[src/rtl/prog_loader_pkg.sv]
`default_nettype none
// ============================================================================
//  Module      : prog_loader_pkg
//  Description : Shared types and constants for the program loader: FSM
//                state encoding, default word/address widths, memory depth
//                and stream byte width.
//  Revision    : 1.0 - initial release
// ============================================================================
package prog_loader_pkg;

    localparam int DATA      = 32;
    localparam int ADDR      = 6;
    localparam int MAX_WORDS = 64;
    localparam int BYTE_W    = 8;

    typedef enum logic [2:0] {
        S_IDLE  = 3'd0,
        S_HDR   = 3'd1,
        S_DATA  = 3'd2,
        S_CSUM  = 3'd3,
        S_WAITW = 3'd4,
        S_DONE  = 3'd5,
        S_ERR   = 3'd6
    } state_t;

endpackage
`default_nettype wire

[src/rtl/prog_loader_if.sv]
`default_nettype none
// ============================================================================
//  Module      : prog_loader_if
//  Description : Byte-stream input and instruction-memory write bus of the
//                program loader. The slave modport is the loader side, the
//                master modport is the host / memory side.
//  Revision    : 1.0 - initial release
// ============================================================================
interface prog_loader_if
    import prog_loader_pkg::*;
#(
    parameter int DATA = prog_loader_pkg::DATA,
    parameter int ADDR = prog_loader_pkg::ADDR
);

    logic              in_valid;
    logic [BYTE_W-1:0] in_data;
    logic              in_ready;
    logic              im_we;
    logic [ADDR-1:0]   im_addr;
    logic [DATA-1:0]   im_wdata;

    modport master (
        output in_valid,
        output in_data,
        input  in_ready,
        input  im_we,
        input  im_addr,
        input  im_wdata
    );

    modport slave (
        input  in_valid,
        input  in_data,
        output in_ready,
        output im_we,
        output im_addr,
        output im_wdata
    );

endinterface
`default_nettype wire

[src/rtl/prog_loader_word_packer.sv]
`default_nettype none
// ============================================================================
//  Module      : word_packer
//  Description : Packs stream bytes MSB first into instruction words. The
//                first three bytes sit in a shift register; word/word_valid
//                present the completed word combinationally in the cycle the
//                fourth byte is accepted so the caller can register it.
//  Revision    : 1.0 - initial release
// ============================================================================
module word_packer
    import prog_loader_pkg::*;
#(
    parameter int DATA = prog_loader_pkg::DATA
) (
    input  wire logic              clk,
    input  wire logic              rst,
    input  wire logic              clear,
    input  wire logic              byte_valid,
    input  wire logic [BYTE_W-1:0] byte_in,
    output logic      [DATA-1:0]   word,
    output logic                   word_valid
);

    logic [DATA-BYTE_W-1:0] shift;
    logic [1:0]             cnt;

    assign word       = {shift, byte_in};
    assign word_valid = byte_valid && (cnt == 2'd3);

    // Shift in accepted bytes; clear drops any partial word at a new load.
    always_ff @(posedge clk or negedge rst) begin
        if (!rst) begin
            shift <= '0;
            cnt   <= '0;
        end else if (clear) begin
            shift <= '0;
            cnt   <= '0;
        end else if (byte_valid) begin
            shift <= word[DATA-BYTE_W-1:0];
            cnt   <= cnt + 2'd1;
        end
    end

endmodule
`default_nettype wire

[src/rtl/prog_loader.sv]
`default_nettype none
// ============================================================================
//  Module      : prog_loader
//  Description : Boot loader. Receives a header byte (word count N), N*4
//                data bytes and an XOR checksum byte, writes each assembled
//                word into instruction memory and releases the CPU once the
//                checksum matches.
//  Revision    : 1.0 - initial release
// ============================================================================
module prog_loader
    import prog_loader_pkg::*;
#(
    parameter int DATA = prog_loader_pkg::DATA,
    parameter int ADDR = prog_loader_pkg::ADDR
) (
    input  wire logic   clk,
    input  wire logic   rst,
    input  wire logic   start,
    prog_loader_if.slave bus,
    output logic        cpu_run,
    output logic        load_done,
    output logic        load_err
);

    localparam int               CNT_W   = $clog2(MAX_WORDS) + 1;
    localparam logic [BYTE_W-1:0] MAX_HDR = BYTE_W'(MAX_WORDS);

    state_t              state;
    logic [CNT_W-1:0]    n_words;
    logic [CNT_W-1:0]    word_cnt;
    logic [BYTE_W-1:0]   csum;

    logic                start_ok;
    logic                accept;
    logic                data_byte;
    logic [DATA-1:0]     word;
    logic                word_valid;

    assign start_ok  = start && ((state == S_IDLE) || (state == S_DONE) || (state == S_ERR));
    assign accept    = bus.in_valid && bus.in_ready;
    assign data_byte = accept && (state == S_DATA);

    word_packer #(
        .DATA (DATA)
    ) u_packer (
        .clk        (clk),
        .rst        (rst),
        .clear      (start_ok),
        .byte_valid (data_byte),
        .byte_in    (bus.in_data),
        .word       (word),
        .word_valid (word_valid)
    );

    // Load sequencer: state, counters, checksum and all registered outputs.
    always_ff @(posedge clk or negedge rst) begin
        if (!rst) begin
            state        <= S_IDLE;
            n_words      <= '0;
            word_cnt     <= '0;
            csum         <= '0;
            bus.in_ready <= 1'b0;
            bus.im_we    <= 1'b0;
            bus.im_addr  <= '0;
            bus.im_wdata <= '0;
            cpu_run      <= 1'b0;
            load_done    <= 1'b0;
            load_err     <= 1'b0;
        end else begin
            bus.im_we <= 1'b0;
            case (state)
                S_IDLE, S_DONE, S_ERR: begin
                    if (start_ok) begin
                        state        <= S_HDR;
                        n_words      <= '0;
                        word_cnt     <= '0;
                        csum         <= '0;
                        bus.in_ready <= 1'b1;
                        cpu_run      <= 1'b0;
                        load_done    <= 1'b0;
                        load_err     <= 1'b0;
                    end
                end
                S_HDR: begin
                    if (accept) begin
                        csum    <= bus.in_data;
                        n_words <= bus.in_data[CNT_W-1:0];
                        if (bus.in_data == '0) begin
                            state <= S_CSUM;
                        end else if (bus.in_data > MAX_HDR) begin
                            state        <= S_ERR;
                            bus.in_ready <= 1'b0;
                            load_err     <= 1'b1;
                        end else begin
                            state <= S_DATA;
                        end
                    end
                end
                S_DATA: begin
                    if (accept) begin
                        csum <= csum ^ bus.in_data;
                        if (word_valid) begin
                            bus.im_we    <= 1'b1;
                            bus.im_addr  <= word_cnt[ADDR-1:0];
                            bus.im_wdata <= word;
                            word_cnt     <= word_cnt + CNT_W'(1);
                            // Leave DATA on the last byte so the checksum
                            // byte can follow back to back.
                            if (word_cnt + CNT_W'(1) == n_words) begin
                                state <= S_CSUM;
                            end
                        end
                    end
                end
                S_CSUM: begin
                    if (accept) begin
                        bus.in_ready <= 1'b0;
                        if (bus.in_data == csum) begin
                            state <= S_WAITW;
                        end else begin
                            state    <= S_ERR;
                            load_err <= 1'b1;
                        end
                    end
                end
                S_WAITW: begin
                    // One spare cycle lets the final write land before release.
                    state     <= S_DONE;
                    cpu_run   <= 1'b1;
                    load_done <= 1'b1;
                end
                default: begin
                    state        <= S_IDLE;
                    bus.in_ready <= 1'b0;
                end
            endcase
        end
    end

endmodule
`default_nettype wire

[src/flat_wrapper.sv]
// flat-port wrapper written by rule: the top's interface ports become plain ports
module prog_loader_flat import prog_loader_pkg::*;
#(
    parameter int DATA = prog_loader_pkg::DATA,
    parameter int ADDR = prog_loader_pkg::ADDR
)
  (clk, rst, start, cpu_run, load_done, load_err, bus_in_valid, bus_in_data, bus_in_ready, bus_im_we, bus_im_addr, bus_im_wdata);
  prog_loader_if #(.DATA(DATA), .ADDR(ADDR)) bus_i ();
  input  wire logic clk;
  input  wire logic rst;
  input  wire logic start;
  output logic cpu_run;
  output logic load_done;
  output logic load_err;
  input wire logic [$bits(bus_i.in_valid)-1:0] bus_in_valid;
  input wire logic [$bits(bus_i.in_data)-1:0] bus_in_data;
  output wire logic [$bits(bus_i.in_ready)-1:0] bus_in_ready;
  output wire logic [$bits(bus_i.im_we)-1:0] bus_im_we;
  output wire logic [$bits(bus_i.im_addr)-1:0] bus_im_addr;
  output wire logic [$bits(bus_i.im_wdata)-1:0] bus_im_wdata;
  assign bus_i.in_valid = bus_in_valid;
  assign bus_i.in_data = bus_in_data;
  assign bus_in_ready = bus_i.in_ready;
  assign bus_im_we = bus_i.im_we;
  assign bus_im_addr = bus_i.im_addr;
  assign bus_im_wdata = bus_i.im_wdata;
  prog_loader #(.DATA(DATA), .ADDR(ADDR)) u_core (.clk(clk), .rst(rst), .start(start), .bus(bus_i), .cpu_run(cpu_run), .load_done(load_done), .load_err(load_err));
endmodule
[config.mk]
export PLATFORM = sky130hd
export DESIGN_NAME = prog_loader_flat
export DESIGN_NICKNAME = d
export VERILOG_FILES = /design/src/rtl/prog_loader_pkg.sv /design/src/rtl/prog_loader_if.sv /design/src/rtl/prog_loader_word_packer.sv /design/src/rtl/prog_loader.sv /design/src/flat_wrapper.sv
export SDC_FILE = /design/constraint.sdc
export NUM_CORES = 1
export LEC_CHECK = 0
export CAP_MARGIN = 20
export CORE_ASPECT_RATIO = 1.2
export CORE_MARGIN = 4
export CORE_UTILIZATION = 50
export DETAILED_ROUTE_END_ITERATION = 7
export PLACE_DENSITY = 0.73
export SYNTH_ARGS = -nofsm -noshare
export SYNTH_HDL_FRONTEND = slang
export SYNTH_SLANG_ARGS = --single-unit
[constraint.sdc]
create_clock -name clk -period 2 [get_ports clk]
set_clock_uncertainty 0.15 [all_clocks]
set_input_delay 0.3 -clock clk [delete_from_list [all_inputs] [get_ports clk]]
set_output_delay 0.3 -clock clk [all_outputs]
set_load 0.01 [all_outputs]
==> results of run 1 <==
[worst paths after layout]
kind | slack, ns | end | startpoint
setup reg to reg | 0.05 | u_core.state[0] | u_core.state[1]
hold / removal | 0.25 | u_core.bus.im_wdata[25] | rst
setup / recovery | 0.05 | u_core.state[0] | u_core.state[1]
hold reg to reg | 0.32 | u_core.bus.im_wdata[30] | u_core.u_packer.shift[22]
min in group clk | 0.27 | u_core.bus.im_wdata[1] | bus_in_data[1]
max in group asynchronous | 0.93 | u_core.bus.im_wdata[15] | rst
[registers in the layout, indices dropped and copies added, names as in the netlist]
name / cells
u_core.u_packer.cnt: 2
u_core.state: 3
u_core.u_packer.shift: 24
u_core.n_words: 7
u_core.bus.im_we: 1
u_core.cpu_run: 1
u_core.word_cnt: 7
u_core.bus.im_wdata: 32
u_core.load_err: 1
u_core.bus.im_addr: 6
u_core.csum: 8
u_core.bus.in_ready: 1
[Yosys cell counts (all sizes together), types with 2 or more instances]
master,n,area [um2]
a21oi,31,155
a31o,7,61.3
and2,4,25.0
and3,6,37.5
buf,15,76.3
clkbuf,16,60.1
dfrtp,93,2330
ha,2,25.0
inv,3,11.3
nand2,186,698
nand2b,5,31.3
nand3,12,60.1
nand3b,2,15.0
nand4,4,25.0
nor2,25,96.4
nor4,2,12.5
o21ai,31,155
o2bb2ai,7,61.3
or4,3,22.5
xnor2,13,114
xor2,5,43.8
[logic make-up (layout without fill, tap and decap cells)]
logic type | after synthesis | count (layout) | share of synthesized area
xor gates and xnor gates | 18 | 18 | 0.0369
AOI/OAI and AO/OA | 89 | 89 | 0.127
and+or+nand+nor | 254 | 254 | 0.248
muxes | 1 | 1 | 0.00234
adders and majority gates | 2 | 2 | 0.00586
DFF | 93 | 93 | 0.545
buffers and inverters | 34 | 118 | 0.0346
[cells in the final DEF (no fill, tap or decap), types with 4 or more instances in the layout]
master           count
a21oi_1             30
a31o_2               7
and2_1               4
and3_1               6
buf_12               4
buf_4               39
clkbuf_8             9
clkdlybuf4s50_1     52
dfrtp_1             92
nand2_1            186
nand2b_1             5
nand3_1             12
nand4_1              4
nor2_1              24
o21ai_0             29
o2bb2ai_1            7
xnor2_1             13
xor2_1               5
[stage by stage]
step | power, mW | hold WS [ns] | utilization | instance area [um2] | instances
after global routing | 6.56 | 0.264 | 0.667 | 5500 | 689
final | 6.15 | 0.247 | 0.667 | 5500 | 689
after detailed placement | 4.69 | 0.103 | 0.629 | 5180 | 670
after CTS | 6.09 | 0.253 | 0.657 | 5420 | 687
after global placement | 4.61 | 0.0984 | 0.629 | 5180 | 670
after floorplan | 3.86 | -0.146 | - | 4270 | 491
[power by group through the flow]
stage	logic (mW)	registers (mW)	clock network (mW)
final	2.29	2.49	1.37
after global routing	2.56	2.53	1.47
after CTS	2.22	2.48	1.39
after detailed placement	2.18	2.51	0
after global placement	2.11	2.50	0
after floorplan	1.38	2.47	0
[metal layers]
layer / up-vias / track usage / routed length (um)
met5: - / 0 / 0
met4: 0 / 0.0669 / 235
met3: 16 / 0.0469 / 447
met2: 93 / 0.358 / 5200
met1: 1769 / 0.276 / 4430
li1: 1787 / - / -
[timing repair]
| item | in CTS | in global routing |
|---|---|---|
| endpoints found under the setup margin | 3 | 27 |
| pin swaps | 4 | 3 |
| hold buffers | 1 | 0 |
| resized for setup | 3 | 12 |
| cloned | 0 | 1 |
| buffers inserted | 1 | 1 |
| endpoints found under the hold margin | 26 | 0 |
[area by class of cell]
class	count	area (um2)
Fill cell	703	2750
Timing Repair Buffer	100	963
Sequential cell	93	2330
Clock inverter	5	83.8
Multi-Input combinational cell	364	1840
Tap cell	114	143
Clock buffer	10	128
Inverter	3	13.8
[worst max-delay path, cell delays in order (launching register included)]
cell and delay, ns:
dfrtp_2 0.42, or3b_1 0.38, or2_4 0.31, nor4_4 0.31, a41oi_2 0.17, o21ai_1 0.14
==> results.md, run 1 <==
- Worst Path Required: about 2.2 ns
- Pin count of the biggest net entering global routing: 41
- Min-delay worst type: input pin to async pin
- Worst setup EP type: flip-flop
- Max-slew violations: 0
- Height of the die: 109 um
- CORE AREA: roughly 8000 um2
- Die width: 92.4 um
- Initial Utilization: 0.518
- Vias in the first global route: around 3,600
- Longest Clk Path Bufs: 2
- Avg Synthesized Cell Area: 8.70 um2
- Largest fanout on the critical path: 4
- Nets: roughly 590
- Slew headroom: 0.744
- Final routed DRC violation total: 0
- Switch share: 0.351
- Area Growth Syn to Fin: 28.7%
- Max VDD drop: 0.000654 V
- Combinational power share: 0.373
- CP Launch Type: flip-flop
- Netlist cell types: 46
- Crit share post-route: 0.974
- Routed WL per cell: approximately 15 um
- Final setup violation count: 0
- Arrival time at the worst endpoint: 2.10 ns
- Number of synthesized flops with an enable pin: 0
- Dpl hpwl: 7050 um
- All-layer global routing usage: 0.213
- Grt ovf: 0
- Clock transition at path regs: 0.09 ns
- Share of cells above drive strength 1: 0.134
- First-pass iteration count of the detailed router: 4
- Flop pwr share: 0.405
- Diodes inserted: 0
- Net Sw Power: 2.15 mW
- Pleak: 2.58 nW
- Clock share of power: 0.222
- Root Buffer: clkbuf_8
- Die ar.: 10,100 um2
- Final wirelength: around 10,000 um
- Via/cell ratio: 5.32
- Number of synthesized register bits: 93
- Netlist Area Pre-Place: 4270 um2
- Mapped Cells: 491
- Internal: between 3 and 4 mW
- Gpl congestion: 0.887
- IO Pins: 55
- CTS tree: built
- CTS H-Tree Depth: 3
- Final setup margin: between 0.05 and 0.06 ns
- TNS Setup: 0 ns
- R2r worst-path depth: 5
- Fraction of registers with async set/reset: 1.00
- Power Density: around 1100 nW/um2
- Clock latency on the worst-skew pair: 0.37 ns
- Slew @ Worst Pin: 0.384 ns
- Post-synth top flop: dfrtp_1
- Minimum clock period: 1.95 ns
- Final hold vios: 0
- CTS buffer count: 9
- Register area share after synthesis: 0.545
- Fmax: 513 MHz
- Ys Warns: 0
- Type of the worst setup path: flip-flop to flip-flop
- RSZ-0062 raised after global routing: true
- Port Buf Inserts: 54
- Via count: between 3,000 and 4,000
- Max-Cap Viols: 0
- Standard-cell row count: 36
- Syn nets: approximately 510
- Clock sink total: 93
- Initial drt markers: 245
- Status: complete, no violations
- Antenna violations before repair: 0
- Pre-CTS setup slack: -0.382 ns
- Global-route wire length before repair: approximately 17,000 um
- Routed Antenna Nets: 0
(Power assumes the default switching activity.)
==> inputs of run 2 (changes only) <==
--- a/config.mk
+++ b/config.mk
@@ -10,7 +10,8 @@
 export CORE_MARGIN = 4
 export CORE_UTILIZATION = 50
 export DETAILED_ROUTE_END_ITERATION = 7
-export PLACE_DENSITY = 0.73
+export PLACE_DENSITY = 0.7
 export SYNTH_ARGS = -nofsm -noshare
 export SYNTH_HDL_FRONTEND = slang
 export SYNTH_SLANG_ARGS = --single-unit
+export TNS_END_PERCENT = 1
==> constraint.sdc (replaced) <==
create_clock -name clk -period 1.9 [get_ports clk]
set_clock_uncertainty 0.15 [all_clocks]
set_input_delay 0.285 -clock clk [delete_from_list [all_inputs] [get_ports clk]]
set_output_delay 0.285 -clock clk [all_outputs]
set_load 0.01 [all_outputs]
==> run 2 against run 1 <==
Against the previous run:
- the run now ends with negative setup slack left
- die area unchanged
- count of clock-buffer cells in the layout unchanged
- sequential share of layout area decreased by 0.53 points
- fmax increased by 1.1%
- utilization increased by 0.80 points
- register-to-register slack got worse by 0.08 ns
- critical path depth unchanged
- sequential power increased by 5%
- worst hold slack got worse by 0.057 ns
- critical path type unchanged
==> results.md, run 2 (same netlist as run 1, synthesis figures left out) <==
- Vias in the first global route: 3,598 (was 3,620)
- Crit share post-route: 1.01 (was 0.974)
- Pleak: 2.61 nW (was 2.58 nW)
- Port Buf Inserts: 54 (unchanged)
- Max VDD drop: 0.000816 V (was 0.000654 V)
- Arrival time at the worst endpoint: 2.08 ns (was 2.10 ns)
- Cell area after layout: 5560 um2 (was 5500 um2)
- Final wirelength: 10,500 um (was 10,300 um)
- Internal: 4.22 mW (was 3.99 mW)
- All-layer global routing usage: 0.219 (was 0.213)
- Slew @ Worst Pin: 0.389 ns (was 0.384 ns)
- Max reg flops: 32 (unchanged)
- Status: finished, violations left (was complete, no violations)
- Pre-CTS setup slack: -0.406 ns (was -0.382 ns)
- Die ar.: 10,100 um2 (unchanged)
- Type of the worst setup path: flip-flop to flip-flop (unchanged)
- Dpl hpwl: 7300 um (was 7050 um)
- Diodes inserted: 0 (unchanged)
- Routed WL per cell: 15.0 um (about the same)
- RSZ-0062 raised after global routing: true (unchanged)
- Pin count of the biggest net entering global routing: 47 (was 41)
- Standard-cell row count: 36 (unchanged)
- Min-delay worst type: input pin to async pin (unchanged)
- Final routed DRC violation total: 0 (unchanged)
- Routed Antenna Nets: 0 (unchanged)
- Largest fanout on the critical path: 5 (was 4)
- Clock share of power: 0.211 (was 0.222)
- CP Launch Type: flip-flop (unchanged)
- Height of the die: 109 um (unchanged)
- Post-DP Area: 5240 um2 (was 5180 um2)
- Flop pwr share: 0.396 (was 0.405)
- Longest Clk Path Bufs: 2 (unchanged)
- Area of the multi-input gates: 1860 um2 (was 1840 um2)
- Failing checks: negative setup slack
- Net Sw Power: 2.39 mW (was 2.15 mW)
- Via/cell ratio: 5.37 (was 5.32)
- Fmax: 519 MHz (was 513 MHz)
- Initial Utilization: 0.518 (unchanged)
- Die width: 92.4 um (unchanged)
- Grt ovf: 0 (unchanged)
- Register area: 2330 um2 (about the same)
- Fill count: 684 (was 703)
- CTS tree: built (unchanged)
- Clock latency on the worst-skew pair: 0.37 ns (about the same)
- Worst Path Required: 2.05 ns (was 2.15 ns)
- IO Pins: 55 (unchanged)
- Largest reg by FF count: u_core.bus.im_wdata (unchanged)
- Slew headroom: 0.740 (was 0.744)
- Largest regs: u_core.bus.im_wdata x32, u_core.u_packer.shift x24, u_core.csum x8 (unchanged)
- Clock transition at path regs: 0.10 ns (was 0.09 ns)
- Power Density: 1190 nW/um2 (was 1120 nW/um2)
- CTS buffer count: 9 (unchanged)
- Nets: 593 (was 585)
- Final hold vios: 0 (unchanged)
- Commonest cells after routing, fill and taps aside: nand2_1 (186), dfrtp_1 (93), clkdlybuf4s50_1 (53) (was nand2_1 (186), dfrtp_1 (92), clkdlybuf4s50_1 (52))
- Gpl congestion: 0.841 (was 0.887)
- CORE AREA: 8240 um2 (unchanged)
- Antenna violations before repair: 0 (unchanged)
- Switch share: 0.361 (was 0.351)
- Combinational power share: 0.393 (was 0.373)
- Max-Cap Viols: 0 (unchanged)
- Commonest non-fill, non-tap cell in the layout: nand2_1 (unchanged)
- Via count: 3,747 (was 3,665)
- Final setup margin: -0.0270 ns (was 0.0516 ns)
- Global-route wire length before repair: 17,600 um (was 17,000 um)
- Max-slew violations: 0 (unchanged)
- Area Growth Syn to Fin: 30.2% (was 28.7%)
- Initial drt markers: 263 (was 245)
- Share of cells above drive strength 1: 0.156 (was 0.134)
- Worst setup EP type: flip-flop (unchanged)
- Final setup violation count: 3 (was 0)
- Root Buffer: clkbuf_8 (unchanged)
- CTS H-Tree Depth: 3 (unchanged)
- Clock sink total: 93 (unchanged)
- Minimum clock period: 1.93 ns (was 1.95 ns)
- First-pass iteration count of the detailed router: 5 (was 4)
==> run 2: path summary, 6_finish.rpt <==
check                                                from                        end  slack [ns]  cells after the start
worst max-delay path                      u_core.state[1]        u_core.bus.in_ready       -0.03                      5
worst min-delay path                                  rst  u_core.u_packer.shift[20]        0.19                      2
worst max register to register            u_core.state[1]        u_core.bus.in_ready       -0.03                      5
worst min register to register  u_core.u_packer.shift[21]    u_core.bus.im_wdata[29]        0.33                      2
max in group asynchronous                             rst             u_core.csum[7]        0.89                      3
min in group clk                u_core.u_packer.shift[21]    u_core.bus.im_wdata[29]        0.33                      2
==> run 2: layer usage <==
layer / part of all wire / track usage / vias to the layer above
met2: 0.48 / 0.356 / 130
met1: 0.43 / 0.296 / 1779
li1: - / - / 1812
met4: 0.027 / 0.0754 / 0
met5: 0 / 0 / -
met3: 0.058 / 0.0428 / 26
==> run 2: critical path: stages (launching register included) <==
cell	delay [ns]
dfrtp_1	0.45
or4_1	0.48
o32a_1	0.22
o211ai_1	0.28
buf_4	0.17
o22a_1	0.12
==> run 2: layout make-up <==
type,instances,area share
inverters,3,0.00247
multi-input cells,364,0.335
flip-flops and latches,93,0.418
clock inverters,6,0.0124
repair buffers,108,0.182
well taps,114,0.0256
clock buffers,10,0.0247
==> run 2: timing repair <==
action,CTS,global route
endpoints found under the hold margin,93,0
setup buffers,3,1
hold buffers,1,0
pin swaps,8,2
resized for setup,10,14
setup endpoints to repair,9,50
==> run 2: through the flow <==
step / setup TNS, ns / hold slack, ns / cells / power, mW / util
after global placement: -4.94 / 0.0368 / 677 / 4.93 / 0.635
after detailed placement: -5.85 / 0.0379 / 677 / 5.03 / 0.635
after floorplan: 0 / -0.161 / 491 / 4.06 / -
after global routing: -0.510 / 0.196 / 698 / 7.01 / 0.675
after CTS: -0.0604 / 0.192 / 697 / 6.51 / 0.669
final: -0.0541 / 0.190 / 698 / 6.61 / 0.675
==> run 2: power by group through the flow <==
stage | Clock, mW | Sequential [mW] | Combinational [mW]
floorplan | 0 | 2.60 | 1.45
global placement | 0 | 2.63 | 2.30
detailed placement | 0 | 2.65 | 2.39
CTS | 1.41 | 2.61 | 2.49
global route | 1.50 | 2.67 | 2.85
finish | 1.39 | 2.62 | 2.60
